`src/rtl/rrg_param_loader.sv`:
```
// rrg_param_loader: replays four shadowed 64-bit parameters onto the ramp generator registers, then commits.
// Optional: define RRG_LOADER_SKIP_UNCHANGED_EN to skip parameters equal to the last committed set.
module rrg_param_loader #(
    parameter int HOLD_CYCLES = 16
) (
    input  logic        clk,
    input  logic        nReset,
    input  logic        host_we,
    input  logic [1:0]  host_sel,
    input  logic [1:0]  host_word,
    input  logic [15:0] host_wdata,
    input  logic        start,
    input  logic        abort,
    output logic        busy,
    output logic        done,
    output logic        aborted,
    output logic        start_err,
    output logic [15:0] reg_control,
    output logic [15:0] reg_0,
    output logic [15:0] reg_1,
    output logic [15:0] reg_2,
    output logic [15:0] reg_3
);
    localparam int            CW        = $clog2(HOLD_CYCLES + 1);
    localparam logic [CW-1:0] HOLD_LOAD = CW'(HOLD_CYCLES);

    typedef enum logic [2:0] {IDLE, SETUP, HOLD, CSETUP, COMMIT, DONE} state_t;
    state_t state, state_nxt;

    logic [3:0][15:0] shadow  [4];
    logic [63:0]      staging [4];
    logic [63:0]      src     [4];
`ifdef RRG_LOADER_SKIP_UNCHANGED_EN
    logic [63:0]      last_committed [4];
`endif
    logic [1:0]       p, p_nxt;
    logic [CW-1:0]    hold_cnt;
    logic [3:0]       send;
    logic             have_first, have_next;
    logic [1:0]       first_idx, next_idx;
    logic             busy_state, abort_ok, hold_last, idle_like;
    logic [15:0]      control_d;
    logic [63:0]      data_d;
    logic             busy_d, done_d, aborted_d, start_err_d;

    assign idle_like  = (state == IDLE) || (state == DONE);
    assign busy_state = (state == SETUP) || (state == HOLD) || (state == CSETUP) || (state == COMMIT);
    assign abort_ok   = abort && busy_state;
    assign hold_last  = (hold_cnt == CW'(1));

    // Before a start is accepted the staging copy is not yet loaded, so parameter selection looks at shadow.
    always_comb begin
        for (int i = 0; i < 4; i++) begin
            src[i] = idle_like ? 64'(shadow[i]) : staging[i];
`ifdef RRG_LOADER_SKIP_UNCHANGED_EN
            send[i] = (src[i] != last_committed[i]);
`else
            send[i] = 1'b1;
`endif
        end
    end

    always_comb begin
        have_first = 1'b0;
        first_idx  = 2'd0;
        have_next  = 1'b0;
        next_idx   = 2'd0;
        for (int i = 3; i >= 0; i--) begin
            if (send[i]) begin
                have_first = 1'b1;
                first_idx  = 2'(i);
            end
            if (send[i] && (i > int'(p))) begin
                have_next = 1'b1;
                next_idx  = 2'(i);
            end
        end
    end

    always_comb begin
        state_nxt = state;
        p_nxt     = p;
        case (state)
            IDLE, DONE: begin
                if (start) begin
                    if (have_first) begin
                        state_nxt = SETUP;
                        p_nxt     = first_idx;
                    end else begin
                        state_nxt = CSETUP;
                    end
                end else begin
                    state_nxt = IDLE;
                end
            end
            SETUP:  state_nxt = HOLD;
            HOLD: begin
                if (hold_last) begin
                    if (have_next) begin
                        state_nxt = SETUP;
                        p_nxt     = next_idx;
                    end else begin
                        state_nxt = CSETUP;
                    end
                end
            end
            CSETUP: state_nxt = COMMIT;
            COMMIT: if (hold_last) state_nxt = DONE;
            default: state_nxt = IDLE;
        endcase
        if (abort_ok) state_nxt = IDLE;
    end

    // Outputs are registered from the next state so they line up with the state they describe.
    always_comb begin
        control_d = 16'd0;
        if (state_nxt == HOLD) control_d = 16'(p_nxt) + 16'd1;
        else if (state_nxt == COMMIT) control_d = 16'd5;
        busy_d      = (state_nxt == SETUP) || (state_nxt == HOLD) ||
                      (state_nxt == CSETUP) || (state_nxt == COMMIT);
        done_d      = (state_nxt == DONE);
        aborted_d   = abort_ok;
        start_err_d = start && busy_state && !abort;
        data_d      = {reg_3, reg_2, reg_1, reg_0};
        if (state_nxt == SETUP) data_d = src[p_nxt];
    end

    always_ff @(posedge clk or negedge nReset) begin
        if (!nReset) begin
            state    <= IDLE;
            p        <= 2'd0;
            hold_cnt <= '0;
            for (int i = 0; i < 4; i++) begin
                shadow[i]  <= '0;
                staging[i] <= '0;
`ifdef RRG_LOADER_SKIP_UNCHANGED_EN
                last_committed[i] <= '0;
`endif
            end
        end else begin
            state <= state_nxt;
            p     <= p_nxt;
            if (host_we) shadow[host_sel][host_word] <= host_wdata;
            if (idle_like && start) begin
                for (int i = 0; i < 4; i++) staging[i] <= 64'(shadow[i]);
            end
            if ((state_nxt == HOLD && state != HOLD) || (state_nxt == COMMIT && state != COMMIT))
                hold_cnt <= HOLD_LOAD;
            else if (hold_cnt != '0)
                hold_cnt <= hold_cnt - CW'(1);
`ifdef RRG_LOADER_SKIP_UNCHANGED_EN
            if (state_nxt == DONE && state != DONE) begin
                for (int i = 0; i < 4; i++) last_committed[i] <= staging[i];
            end
`endif
        end
    end

    always_ff @(posedge clk or negedge nReset) begin
        if (!nReset) begin
            busy        <= 1'b0;
            done        <= 1'b0;
            aborted     <= 1'b0;
            start_err   <= 1'b0;
            reg_control <= 16'd0;
            {reg_3, reg_2, reg_1, reg_0} <= 64'd0;
        end else begin
            busy        <= busy_d;
            done        <= done_d;
            aborted     <= aborted_d;
            start_err   <= start_err_d;
            reg_control <= control_d;
            {reg_3, reg_2, reg_1, reg_0} <= data_d;
        end
    end
endmodule

```
`config.mk`:
```
export PLATFORM = sky130hd
export DESIGN_NAME = rrg_param_loader
export DESIGN_NICKNAME = d
export VERILOG_FILES = /design/src/rtl/rrg_param_loader.sv
export SDC_FILE = /design/constraint.sdc
export NUM_CORES = 1
export LEC_CHECK = 0
export BUFFER_PORTS_ARGS = -buffer_cell sky130_fd_sc_hd__buf_4
export CORE_MARGIN = 2
export CORE_UTILIZATION = 46
export CTS_BUF_LIST = sky130_fd_sc_hd__clkbuf_2
export DETAILED_ROUTE_END_ITERATION = 8
export GPL_ROUTABILITY_DRIVEN = 0
export GPL_TIMING_DRIVEN = 0
export PLACE_DENSITY = 0.62
export SLEW_MARGIN = 20
export SYNTH_ARGS = -nofsm -noshare
export SYNTH_HDL_FRONTEND = slang
export SYNTH_SLANG_ARGS = --single-unit
```
`constraint.sdc`:
```
create_clock -name clk -period 5.48 [get_ports clk]
set_clock_uncertainty 0.05 [all_clocks]
set_input_delay 1.096 -clock clk [delete_from_list [all_inputs] [get_ports clk]]
set_output_delay 1.096 -clock clk [all_outputs]
set_load 0.03 [all_outputs]
```
==> impl_results.md <==
* Power Density at 535 nW/um^2
* GRT Total Usage at 0.302
* Num CTS Buffers at 160
* Dpl ws at 1.15 ns
* Cell family with most CP delay: buffers and inverters
* Worst R2R Start: hold_cnt[1]
* Top sig layer: met4
* Ys flop type: dfrtp_1
* DR iter-0 viols at 2182
* Seq cells post-synth at 593
* Clk Tree Root Cell: clkbuf_2
* Layout cells sized above 1 at 0.220
* Aggregate routed wire length at 89600 um
* Via count at 22200
* Max-Cap Viols at 0
* Vias in the first global route at 22100
* WL met1 at 37600 um
* Peak Freq at 240 MHz
* Count of cell types in the netlist at 49
* Top post-synthesis cells by count: nand2_1, dfrtp_1, mux2_2
* Die Area at 59800 um^2
* Status: completed
* Endpoints failing setup at 0
* WS Path Type: register to register
* Crit start category: register
* Crit-path max FO at 10
* Dpl hpwl at 60700 um
* Met3 WL at 8230 um
* Slowest cell delay on critical path at 0.90 ns
* Min setup slack post-route at 1.31 ns
* Worst path cell trace: inv_1 > ha_1 > nor4b_2 > a31o_2 > clkbuf_1 > clkbuf_1 > nor3_1 > o41ai_1 > o22a_1
* Hold Crit Class: primary input to register
* GRT overflow at 0
* Synth async-reset ratio at 1.00
* Clock sinks at 593
* Final ANT Viol Nets at 0
* Mapped Cells at 2593
* Post-synth top area cell: dfrtp_1
* WP buf/inv at 3
* Filler cell count at 5324
* Crit. End Element: register
* Post-CTS Hold Buffers at 17
* Share of the synthesized area in the top cell type at 0.558
* Min-delay src: host_wdata[8]
* EDFF count, synth at 0
* Synth area leaders: dfrtp_1, nand2_1, mux2_2
* Worst-Skew Late Latency at 1.38 ns
* TritonCTS clock tree: done
* Final layout net count at 2916
* I/O pin cnt at 109
* Final Hold Fails at 0
* Port bufs at 95
* Largest net degree at the start of global routing at 97
* Max-slew violation count at 0
* H-tree depth at 4
* CTS resizes at 0
* Clk buf depth at 3
* Clk slew on worst S/H paths at 0.10 ns
* Most common cell in the netlist: nand2_1
* Total Power at 16.2 mW
* Num rows at 88
* Die Y at 244 um
* Lkg Pwr at 14.2 nW
* Post-synthesis sequential area ratio at 0.558
* Core area at 57500 um^2
* Synth warn at 0
* Drt drc at 0
* Wire per inst at 23.7 um
* Chip width at 244 um
* Wire length of the first global-routing pass at 135000 um
* Via density at 5.88
* Multi-input combinational cell area at 10800 um^2
* Worst vdd ir at 0.291 mV
* Most used cell, CP: clkbuf_1
* Fin crit period at 4.17 ns
* RSZ-0062 raised after global routing: no
* Hold_ws at 0.141 ns
* Period utilization at 0.761
* Crit path launch: hold_cnt[1]
* Area occupied by registers at 14800 um^2
* Initial antenna violation count at 6
* Worst Path Required at 6.75 ns
* # Post-CTS Setup Buffers at 0
* Mapped cell area at 26600 um^2
* CP max-delay cell: clkbuf_1
* Worst Path Arrival at 5.44 ns
* Tightest Pin Transition at 1.18 ns
* Met2 wire len at 40200 um
* Mapped Avg Cell Area at 10.3 um^2
* Worst rel slew slack at 0.196
* Starting Density at 0.463
* Synth-to-layout area growth at 13.5%
* First-pass DRT Iterations at 8
[path summary, 6_finish.rpt]
| path | endpoint | slack [ns] | depth (start not counted) |
|---|---|---|---|
| max in group asynchronous | shadow[38] | 3.58 | 5 |
| min | shadow[56] | 0.14 | 2 |
| max reg2reg | reg_2[0] | 1.31 | 9 |
| max | reg_2[0] | 1.31 | 9 |
| min in group asynchronous | staging[70] | 0.15 | 2 |
| min reg2reg | staging[70] | 0.40 | 2 |
[metrics by stage]
| stage | cells | setup TNS, ns | util | area [um^2] |
|---|---|---|---|---|
| 4_1_cts | 3777 | 0 | 0.525 | 30200 |
| 2_1_floorplan | 2605 | 0 | - | 26600 |
| 5_1_grt | 3779 | 0 | 0.525 | 30200 |
| 3_3_place_gp | 3465 | -1821.19 | 0.493 | 28300 |
| 6_report | 3781 | 0 | 0.525 | 30200 |
| 3_5_place_dp | 3473 | 0 | 0.496 | 28500 |
[sequential cells by signal, indices dropped and copies added, names as in the netlist]
name	cells
done	1
staging	256
reg_3	16
state	3
hold_cnt	5
busy	1
p	2
aborted	1
reg_0	16
shadow	256
start_err	1
reg_1	16
reg_2	16
reg_control	3
[where the power goes]
part | switching (mW) | total (mW) | internal [mW]
Sequential | 1.20 | 7.25 | 6.05
Combinational | 3.53 | 5.66 | 2.13
Clock | 1.93 | 3.24 | 1.32
Total | 6.65 | 16.2 | 9.50
[worst reg2reg max path, cell delays in order, from the launching register on]
cell,delay [ns]
dfrtp_1,0.40
inv_1,0.12
ha_1,0.17
nor4b_2,0.58
a31o_2,0.30
clkbuf_1,0.90
clkbuf_1,0.56
nor3_1,0.11
o41ai_1,0.77
o22a_1,0.21
[cell type report]
type                    instances  area share
repair buffers                120      0.0361
inverters                       6    0.000746
clock inverters                44     0.00862
flip-flops and latches        593       0.492
clock buffers                 243      0.0403
multi-input cells            1777       0.358
well taps                     765      0.0317
plain buffers                 229      0.0329
diodes                          4    0.000332
[kinds of logic after synthesis]
family | after synthesis | synth area share
and+or+nand+nor | 1093 | 0.165
DFF | 593 | 0.558
AOI/OAI and AO/OA | 403 | 0.126
muxes | 258 | 0.109
buffers and inverters | 235 | 0.0381
xor gates and xnor gates | 6 | 0.00198
adders and majority gates | 4 | 0.00188
other | 1 | 0.000141
[cells in the final DEF, fill, tap and decap left out, drive strengths merged, types with 3 or more instances in the layout]
cell / synthesis / layout
dfrtp: 593 / 593
ha: 4 / 4
clkbuf: 184 / 427
buf: 45 / 148
o41ai: 65 / 65
a2111oi: 64 / 64
nand3b: 6 / 6
nor2: 152 / 152
or3: 3 / 3
a221oi: 64 / 64
a221o: 64 / 64
nor3: 129 / 129
conb: 1 / 13
nor3b: 3 / 3
o21ai: 65 / 65
o22a: 65 / 65
mux2: 257 / 257
dlygate4sd3: 0 / 17
nand2: 776 / 776
diode: 0 / 4
bufinv: 0 / 3
a21oi: 5 / 5
inv: 6 / 10
clkinv: 0 / 35
nand2b: 10 / 10
xnor2: 5 / 5
[metal layers]
metal,up-vias,track usage
met3,213,0.0795
li1,9786,-
met2,1136,0.454
met1,11100,0.407
met4,0,0.145
met5,-,0
Power figures use the tool's default switching activity.
